<file path="src/rtl/vga_bus_writer_if.sv">
// Bus-side and frame-buffer-side signal bundle for vga_bus_writer.
// The master modport is the processor/testbench side, slave is the writer itself.
interface vga_bus_writer_if #(
  parameter int unsigned X_BITS = 8,
  parameter int unsigned Y_BITS = 7
);
  logic [7:0]               bus_addr;
  logic [7:0]               bus_data_in;
  logic                     bus_we;
  logic [7:0]               bus_data_out;
  logic                     bus_data_oe;
  logic [Y_BITS+X_BITS-1:0] fb_addr;
  logic                     fb_data;
  logic                     fb_we;
  logic [15:0]              config_colours;

  modport master (
    output bus_addr, bus_data_in, bus_we,
    input  bus_data_out, bus_data_oe, fb_addr, fb_data, fb_we, config_colours
  );

  modport slave (
    input  bus_addr, bus_data_in, bus_we,
    output bus_data_out, bus_data_oe, fb_addr, fb_data, fb_we, config_colours
  );
endinterface

</file>
<file path="src/rtl/vga_bus_writer.sv">
// Bus-mapped VGA frame buffer writer: 8-register window, X/Y auto-increment
// with raster wrap, hardware run-fill engine and readable status.
module vga_bus_writer #(
  parameter logic [7:0]  BASE_ADDR    = 8'hB0,
  parameter int unsigned X_BITS       = 8,
  parameter int unsigned Y_BITS       = 7,
  parameter int unsigned X_MAX        = 160,
  parameter int unsigned Y_MAX        = 120,
  parameter logic [15:0] COLOUR_RESET = 16'h3333
) (
  input logic           clk,
  input logic           reset,
  vga_bus_writer_if.slave bus
);

  localparam logic [X_BITS-1:0] X_LAST = X_BITS'(X_MAX - 1);
  localparam logic [Y_BITS-1:0] Y_LAST = Y_BITS'(Y_MAX - 1);

  typedef enum logic {IDLE, FILL} state_t;

  state_t state_q, state_d;

  logic [X_BITS-1:0] x_q, x_adv;
  logic [Y_BITS-1:0] y_q, y_adv;
  logic              pix_q;
  logic              auto_inc_q;
  logic [7:0]        fill_len_q;
  logic [7:0]        remaining_q;
  logic [15:0]       colours_q;
  logic              fb_we_q;
  logic [Y_BITS+X_BITS-1:0] fb_addr_q;
  logic              fb_data_q;
  logic [7:0]        data_out_q;
  logic              data_oe_q;

  logic [8:0] off_full;
  logic [2:0] off;
  logic       in_win, wr, rd_status, busy;
  logic       issue, advance, pixel_wr, fill_go;
  logic [7:0] status;

  // Window decode; 9-bit difference keeps addresses below BASE out of range
  assign off_full  = {1'b0, bus.bus_addr} - {1'b0, BASE_ADDR};
  assign in_win    = off_full < 9'd8;
  assign off       = off_full[2:0];
  assign wr        = bus.bus_we && in_win;
  assign rd_status = !bus.bus_we && in_win && (off == 3'd7);
  assign busy      = (state_q == FILL);
  assign status    = {6'b0, auto_inc_q, busy};

  // Raster advance with wrap; out-of-range coordinates fold to 0 here
  always_comb begin
    x_adv = x_q + X_BITS'(1);
    y_adv = y_q;
    if (x_q >= X_LAST) begin
      x_adv = '0;
      y_adv = (y_q >= Y_LAST) ? '0 : y_q + Y_BITS'(1);
    end
  end

  always_ff @(posedge clk) begin
    if (reset) state_q <= IDLE;
    else       state_q <= state_d;
  end

  always_comb begin
    state_d  = state_q;
    issue    = 1'b0;
    advance  = 1'b0;
    pixel_wr = 1'b0;
    fill_go  = 1'b0;
    unique case (state_q)
      IDLE: begin
        if (wr && off == 3'd2) begin
          pixel_wr = 1'b1;
          issue    = 1'b1;
          advance  = auto_inc_q;
        end else if (wr && off == 3'd3 && bus.bus_data_in[1]) begin
          fill_go  = 1'b1;
          issue    = 1'b1;
          advance  = 1'b1;
          state_d  = FILL;
        end
      end
      FILL: begin
        // First pixel was issued on the trigger edge; remaining counts the rest
        if (remaining_q == 8'd0) begin
          state_d = IDLE;
        end else begin
          issue   = 1'b1;
          advance = 1'b1;
        end
      end
      default: state_d = IDLE;
    endcase
  end

  always_ff @(posedge clk) begin
    if (reset) begin
      x_q         <= '0;
      y_q         <= '0;
      pix_q       <= 1'b0;
      auto_inc_q  <= 1'b0;
      fill_len_q  <= 8'd0;
      remaining_q <= 8'd0;
      colours_q   <= COLOUR_RESET;
      fb_we_q     <= 1'b0;
      fb_addr_q   <= '0;
      fb_data_q   <= 1'b0;
      data_out_q  <= 8'd0;
      data_oe_q   <= 1'b0;
    end else begin
      if (advance) begin
        x_q <= x_adv;
        y_q <= y_adv;
      end else if (wr && !busy) begin
        if (off == 3'd0) y_q <= bus.bus_data_in[Y_BITS-1:0];
        if (off == 3'd1) x_q <= bus.bus_data_in[X_BITS-1:0];
      end

      if (pixel_wr) pix_q <= bus.bus_data_in[0];
      if (wr && !busy && off == 3'd3) auto_inc_q <= bus.bus_data_in[0];
      if (wr && !busy && off == 3'd4) fill_len_q <= bus.bus_data_in;
      if (wr && off == 3'd5) colours_q[7:0]  <= bus.bus_data_in;
      if (wr && off == 3'd6) colours_q[15:8] <= bus.bus_data_in;

      // Length 0 wraps to 255 remaining, giving a 256-pixel run
      if (fill_go)                        remaining_q <= fill_len_q - 8'd1;
      else if (busy && remaining_q != 0)  remaining_q <= remaining_q - 8'd1;

      fb_we_q <= issue;
      if (issue) begin
        fb_addr_q <= {y_q, x_q};
        fb_data_q <= pixel_wr ? bus.bus_data_in[0] : pix_q;
      end

      data_oe_q  <= rd_status;
      data_out_q <= rd_status ? status : 8'd0;
    end
  end

  assign bus.fb_we          = fb_we_q;
  assign bus.fb_addr        = fb_addr_q;
  assign bus.fb_data        = fb_data_q;
  assign bus.bus_data_out   = data_out_q;
  assign bus.bus_data_oe    = data_oe_q;
  assign bus.config_colours = colours_q;

endmodule

</file>
<file path="src/flat_wrapper.sv">
// flat-port wrapper written by rule: the top's interface ports become plain ports
module vga_bus_writer_flat 
#(
  parameter logic [7:0]  BASE_ADDR    = 8'hB0,
  parameter int unsigned X_BITS       = 8,
  parameter int unsigned Y_BITS       = 7,
  parameter int unsigned X_MAX        = 160,
  parameter int unsigned Y_MAX        = 120,
  parameter logic [15:0] COLOUR_RESET = 16'h3333
)
  (clk, reset, bus_bus_addr, bus_bus_data_in, bus_bus_we, bus_bus_data_out, bus_bus_data_oe, bus_fb_addr, bus_fb_data, bus_fb_we, bus_config_colours);
  vga_bus_writer_if #(.X_BITS(X_BITS), .Y_BITS(Y_BITS)) bus_i ();
  input logic clk;
  input logic reset;
  input wire logic [$bits(bus_i.bus_addr)-1:0] bus_bus_addr;
  input wire logic [$bits(bus_i.bus_data_in)-1:0] bus_bus_data_in;
  input wire logic [$bits(bus_i.bus_we)-1:0] bus_bus_we;
  output wire logic [$bits(bus_i.bus_data_out)-1:0] bus_bus_data_out;
  output wire logic [$bits(bus_i.bus_data_oe)-1:0] bus_bus_data_oe;
  output wire logic [$bits(bus_i.fb_addr)-1:0] bus_fb_addr;
  output wire logic [$bits(bus_i.fb_data)-1:0] bus_fb_data;
  output wire logic [$bits(bus_i.fb_we)-1:0] bus_fb_we;
  output wire logic [$bits(bus_i.config_colours)-1:0] bus_config_colours;
  assign bus_i.bus_addr = bus_bus_addr;
  assign bus_i.bus_data_in = bus_bus_data_in;
  assign bus_i.bus_we = bus_bus_we;
  assign bus_bus_data_out = bus_i.bus_data_out;
  assign bus_bus_data_oe = bus_i.bus_data_oe;
  assign bus_fb_addr = bus_i.fb_addr;
  assign bus_fb_data = bus_i.fb_data;
  assign bus_fb_we = bus_i.fb_we;
  assign bus_config_colours = bus_i.config_colours;
  vga_bus_writer #(.BASE_ADDR(BASE_ADDR), .X_BITS(X_BITS), .Y_BITS(Y_BITS), .X_MAX(X_MAX), .Y_MAX(Y_MAX), .COLOUR_RESET(COLOUR_RESET)) u_core (.clk(clk), .reset(reset), .bus(bus_i));
endmodule
</file>
<file path="config.mk">
export PLATFORM = sky130hd
export DESIGN_NAME = vga_bus_writer_flat
export DESIGN_NICKNAME = d
export VERILOG_FILES = /design/src/rtl/vga_bus_writer_if.sv /design/src/rtl/vga_bus_writer.sv /design/src/flat_wrapper.sv
export SDC_FILE = /design/constraint.sdc
export NUM_CORES = 1
export LEC_CHECK = 0
export BUFFER_PORTS_ARGS = -buffer_cell sky130_fd_sc_hd__buf_2
export CORE_MARGIN = 3
export CORE_UTILIZATION = 25
export CTS_CLUSTER_SIZE = 30
export DETAILED_ROUTE_END_ITERATION = 16
export PLACE_DENSITY_LB_ADDON = 0.05
export SLEW_MARGIN = 20
export SYNTH_ARGS = -nofsm -noshare
export SYNTH_HDL_FRONTEND = slang
export SYNTH_SLANG_ARGS = --single-unit
</file>
<file path="constraint.sdc">
create_clock -name clk -period 3.9 [get_ports clk]
set_clock_uncertainty 0.2 [all_clocks]
set_input_delay 0.975 -clock clk [delete_from_list [all_inputs] [get_ports clk]]
set_output_delay 0.975 -clock clk [all_outputs]
set_load 0.02 [all_outputs]
</file>
==> summary.md <==
The initial antenna violation count is 0. Summing every instance area after synthesis gives 0.003578 mm². The number of endpoints with negative hold slack in the final report was 0; the aggregate global-route resource usage was 0.1267.

Counting instances in the post-synthesis netlist gives the leading cell types as dfxtp_1, nor2_1, mux2i_1, nand2_1, a211oi_1. The endpoint of the worst-slack reg-to-reg timing path was u_core.remaining_q[4]. The leakage power total was 1.596 nW; the maximum level of the CTS H-tree was 3.

Critical path data arrival time: 3290 ps. Startpoint of the worst register-to-register path: u_core.busy. From left edge to right edge, the die measures 125.6 µm.

Measured along the y axis, the die boundary spans 125.6 µm. The flow ran to the end, and the final reports show no timing, DRC or antenna violations. In the synthesized netlist, the number of instances is 387. The run gives 0.5568 as the worst slew margin relative to its limit.

The launching element of the worst setup path is bus_bus_addr[4]. Once the clock tree was built, the setup fixing pass inserted 0 buffers. The number of max-slew violations in the final report came out at 0.

The root buffer cell chosen for the clock tree is clkbuf_16. Core region area: 0.01393 mm². The worst setup path is launched from a primary input. Based on the critical path, the design can be clocked at up to 0.3088 GHz. The first detailed-routing pass took 4 iterations.

For the clock insertion delay at the later pin of the skew report, the log shows 340 ps. The floorplan step defined a die boundary enclosing 0.01579 mm². In this design, the stage delay of the slowest critical-path cell is 470 ps. After clock tree synthesis, the clock-pin slew on the worst setup and hold paths is 50 ps. At the pin with the least slew margin, the transition time is 664.9 ps. The number of cells on the worst reg-to-reg path came out at 8. The HPWL after detailed placement is 6.837 mm. The number of enable flip-flop cells after synthesis came out at 0. No sink is reached through more buffers than the 2 on the longest clock path.

Routability-driven placement finished with a final weighted congestion of 0.8057. OpenSTA, run right after detailed placement, puts the worst setup slack at 301.2 ps. The worst setup path is captured at a flip-flop. Ratio of total power to cell area: 362.3 mW/mm². The number of antenna diodes in the final layout is 0. In the final timing run, aggregate negative setup slack is 0 ps. The post-route antenna net violation count is 0. The tools report the boundary pin count as 61.

After detailed routing, the average wire length per cell comes to 15.66 µm. The register-to-register setup slack was 1240 ps; the required time of the critical path was 3950 ps. A synthesized cell averages 9.247 µm². Buffers placed on the I/O ports in this run total 54. By area the synthesized netlist is led by dfxtp_1, mux2i_1, nor2_1. Wire length of the first global-routing pass: 15.84 mm. The shortest period the worst path allows came out at 3238 ps. The worst hold path belongs to the class flip-flop to flip-flop. Clock tree synthesis inserted a total of 9 buffers.

Once routing completed, OpenROAD measured the worst setup slack at 662.0 ps. The tools report the number of clock sinks as 70. The run gives 43 as the number of standard-cell rows in the floorplan. The area growth from synthesis to layout is 19.02%. The proportion of synthesized chip area in sequential cells was 0.3916. Final cycle utilization of the critical path: 0.8303.

The number of setup violations in the final report is 0, and the pin count of the biggest net entering global routing is 35. Timing endpoint of the critical path: u_core.remaining_q[4]. The number of design-rule violations left by the first detailed-router iteration was 103; the distinct cell type count of the synthesized netlist was 60. The number of gates resized after CTS came out at 0. The cell with the largest stage delay on the worst path is a2111o_1. The count of vias placed by the detailed router came out at 2944. For the via count of the first global-routing pass, the log shows 2940.

The path type of the worst setup path is primary input to flip-flop. Number of buffers inserted for hold repair after clock tree synthesis: 0. The cell type contributing the most total cell area after synthesis is dfxtp_1. Maximum net fanout on the critical path: 4.

The share of cells above drive strength 1 came out at 0.2365. During synthesis, Yosys emitted a total of 0 warnings. The net count of the finished layout is 462.

TritonCTS built the clock tree. The share of flip-flops with an asynchronous set or reset was 0. The most used flip-flop cell after synthesis is dfxtp_1. The critical path goes through buf_2 -> ha_1 -> nand4bb_1 -> a2111o_1 -> mux2i_1 -> ha_1 -> inv_1 -> or3_1 -> xor2_1 -> a211oi_1. The register bit count reported by yosys was 70. The worst-case IR drop observed on VDD is 177.1 µV. For the sum of overflow across all layers after global routing, the log shows 0.

The run gives 0.2568 as the initial cell density of the core. Setup repair after global routing left no endpoint under its margin. The proportion of netlist area held by the largest area contributor is 0.3916. Max capacitance violation total: 0. Among all cell types in the netlist, the one instantiated most often is dfxtp_1.

In the routed design, unresolved DRC markers number 0. The via density per instance was 4.718. The dominant cell type by count on the critical path was ha_1. The run gives 9.771 mm as the total length of routed wires.
registers in the layout, summed over array words and instances, names as in the netlist:
signal	cells
u_core.bus.fb_addr	15
u_core.x_q	8
u_core.remaining_q	8
u_core.y_q	7
u_core.bus.fb_data	1
u_core.pix_q	1
u_core.busy	1
u_core.bus.bus_data_out	2
u_core.bus.config_colours	16
u_core.auto_inc_q	1
u_core.fill_len_q	8
u_core.bus.bus_data_oe	1
u_core.bus.fb_we	1
layout make-up:
type	count	area, µm²
fill	1488	9676
multi-input combinational	283	1969
timing repair buffer	64	345.3
clock inverter	6	37.54
clock buffer	10	239.0
tap	180	225.2
sequential	70	1401
inverter	11	41.29
layer usage:
metal,part of all wire,track usage
met1,0.52,0.1735
met2,0.42,0.1888
met3,0.044,0.04071
met4,0.014,0.04209
met5,0,0
kinds of logic after synthesis:
group | count (synthesis) | share of synthesized area
AO/OA/AOI/OAI | 72 | 0.1552
XOR/XNOR | 15 | 0.03671
adder cells (fa/ha/maj) | 4 | 0.01399
buffers and inverters | 39 | 0.06573
flip-flops | 70 | 0.3916
multiplexers | 45 | 0.1269
other | 1 | 0.001048
AND/OR/NAND/NOR | 141 | 0.2087
critical path: cells and delay by family:
family	cells	cell delay (ps)
multiplexers	1	170
AND/OR/NAND/NOR	2	540
buffers and inverters	2	210
adder cells (fa/ha/maj)	2	550
XOR/XNOR	1	150
AO/OA/AOI/OAI	2	680
metrics by stage:
| step | instance area, µm² | power (W) | utilization | instances | hold WS [ps] |
|---|---|---|---|---|---|
| 2_1_floorplan | 3597 | 0.0007733 | - | 392 | 247.9 |
| 3_3_place_gp | 3983 | 0.0007992 | 0.2858 | 608 | 242.4 |
| 3_5_place_dp | 3983 | 0.0007993 | 0.2858 | 608 | 244.8 |
| 4_1_cts | 4259 | 0.001583 | 0.3056 | 624 | 264.4 |
| 5_1_grt | 4259 | 0.001615 | 0.3056 | 624 | 284.1 |
| 6_report | 4259 | 0.001543 | 0.3056 | 624 | 258.4 |
power by group:
part	internal [W]	switching [W]	total, W
clock	0.000444	0.000317	0.000760
sequential	0.000716	0.000000972	0.000717
combinational	0.0000197	0.0000460	0.0000657
cell usage in the layout, fill, tap and decap left out, types with 3 or more instances in the layout:
cell type,netlist,layout
dfxtp_1,70,70
nor2_1,55,55
buf_2,5,54
mux2i_1,42,42
nand2_1,17,17
a211oi_1,14,14
a21oi_1,12,12
inv_1,11,11
nand3b_1,10,10
buf_4,6,10
xnor2_1,9,9
clkbuf_16,0,9
a211o_1,8,8
nand3_1,7,7
nor3_1,8,7
o211ai_1,6,6
nor2b_1,6,6
a31oi_1,6,6
xor2_1,6,6
conb_1,1,6
o21ai_0,6,5
or3_1,4,4
nor4_1,4,4
ha_1,4,4
or2_2,3,3
nand4_1,3,3
mux2_2,3,3
and2_1,3,3
nor4b_1,3,3
clkinv_2,0,3
clkinvlp_4,0,3
worst min path at each step:
stage / startpoint / end / slack [ps] / cells past startpoint
final: u_core.bus.config_colours[4] / u_core.bus.config_colours[4] / 260 / 1
after global routing: u_core.bus.config_colours[5] / u_core.bus.config_colours[5] / 280 / 1
after CTS: u_core.bus.config_colours[4] / u_core.bus.config_colours[4] / 260 / 1
after detailed placement: u_core.bus.config_colours[5] / u_core.bus.config_colours[5] / 240 / 1
after global placement: u_core.bus.config_colours[5] / u_core.bus.config_colours[5] / 240 / 1
after floorplan: u_core.auto_inc_q / u_core.bus.bus_data_out[1] / 250 / 1
(Power assumes the default switching activity.)
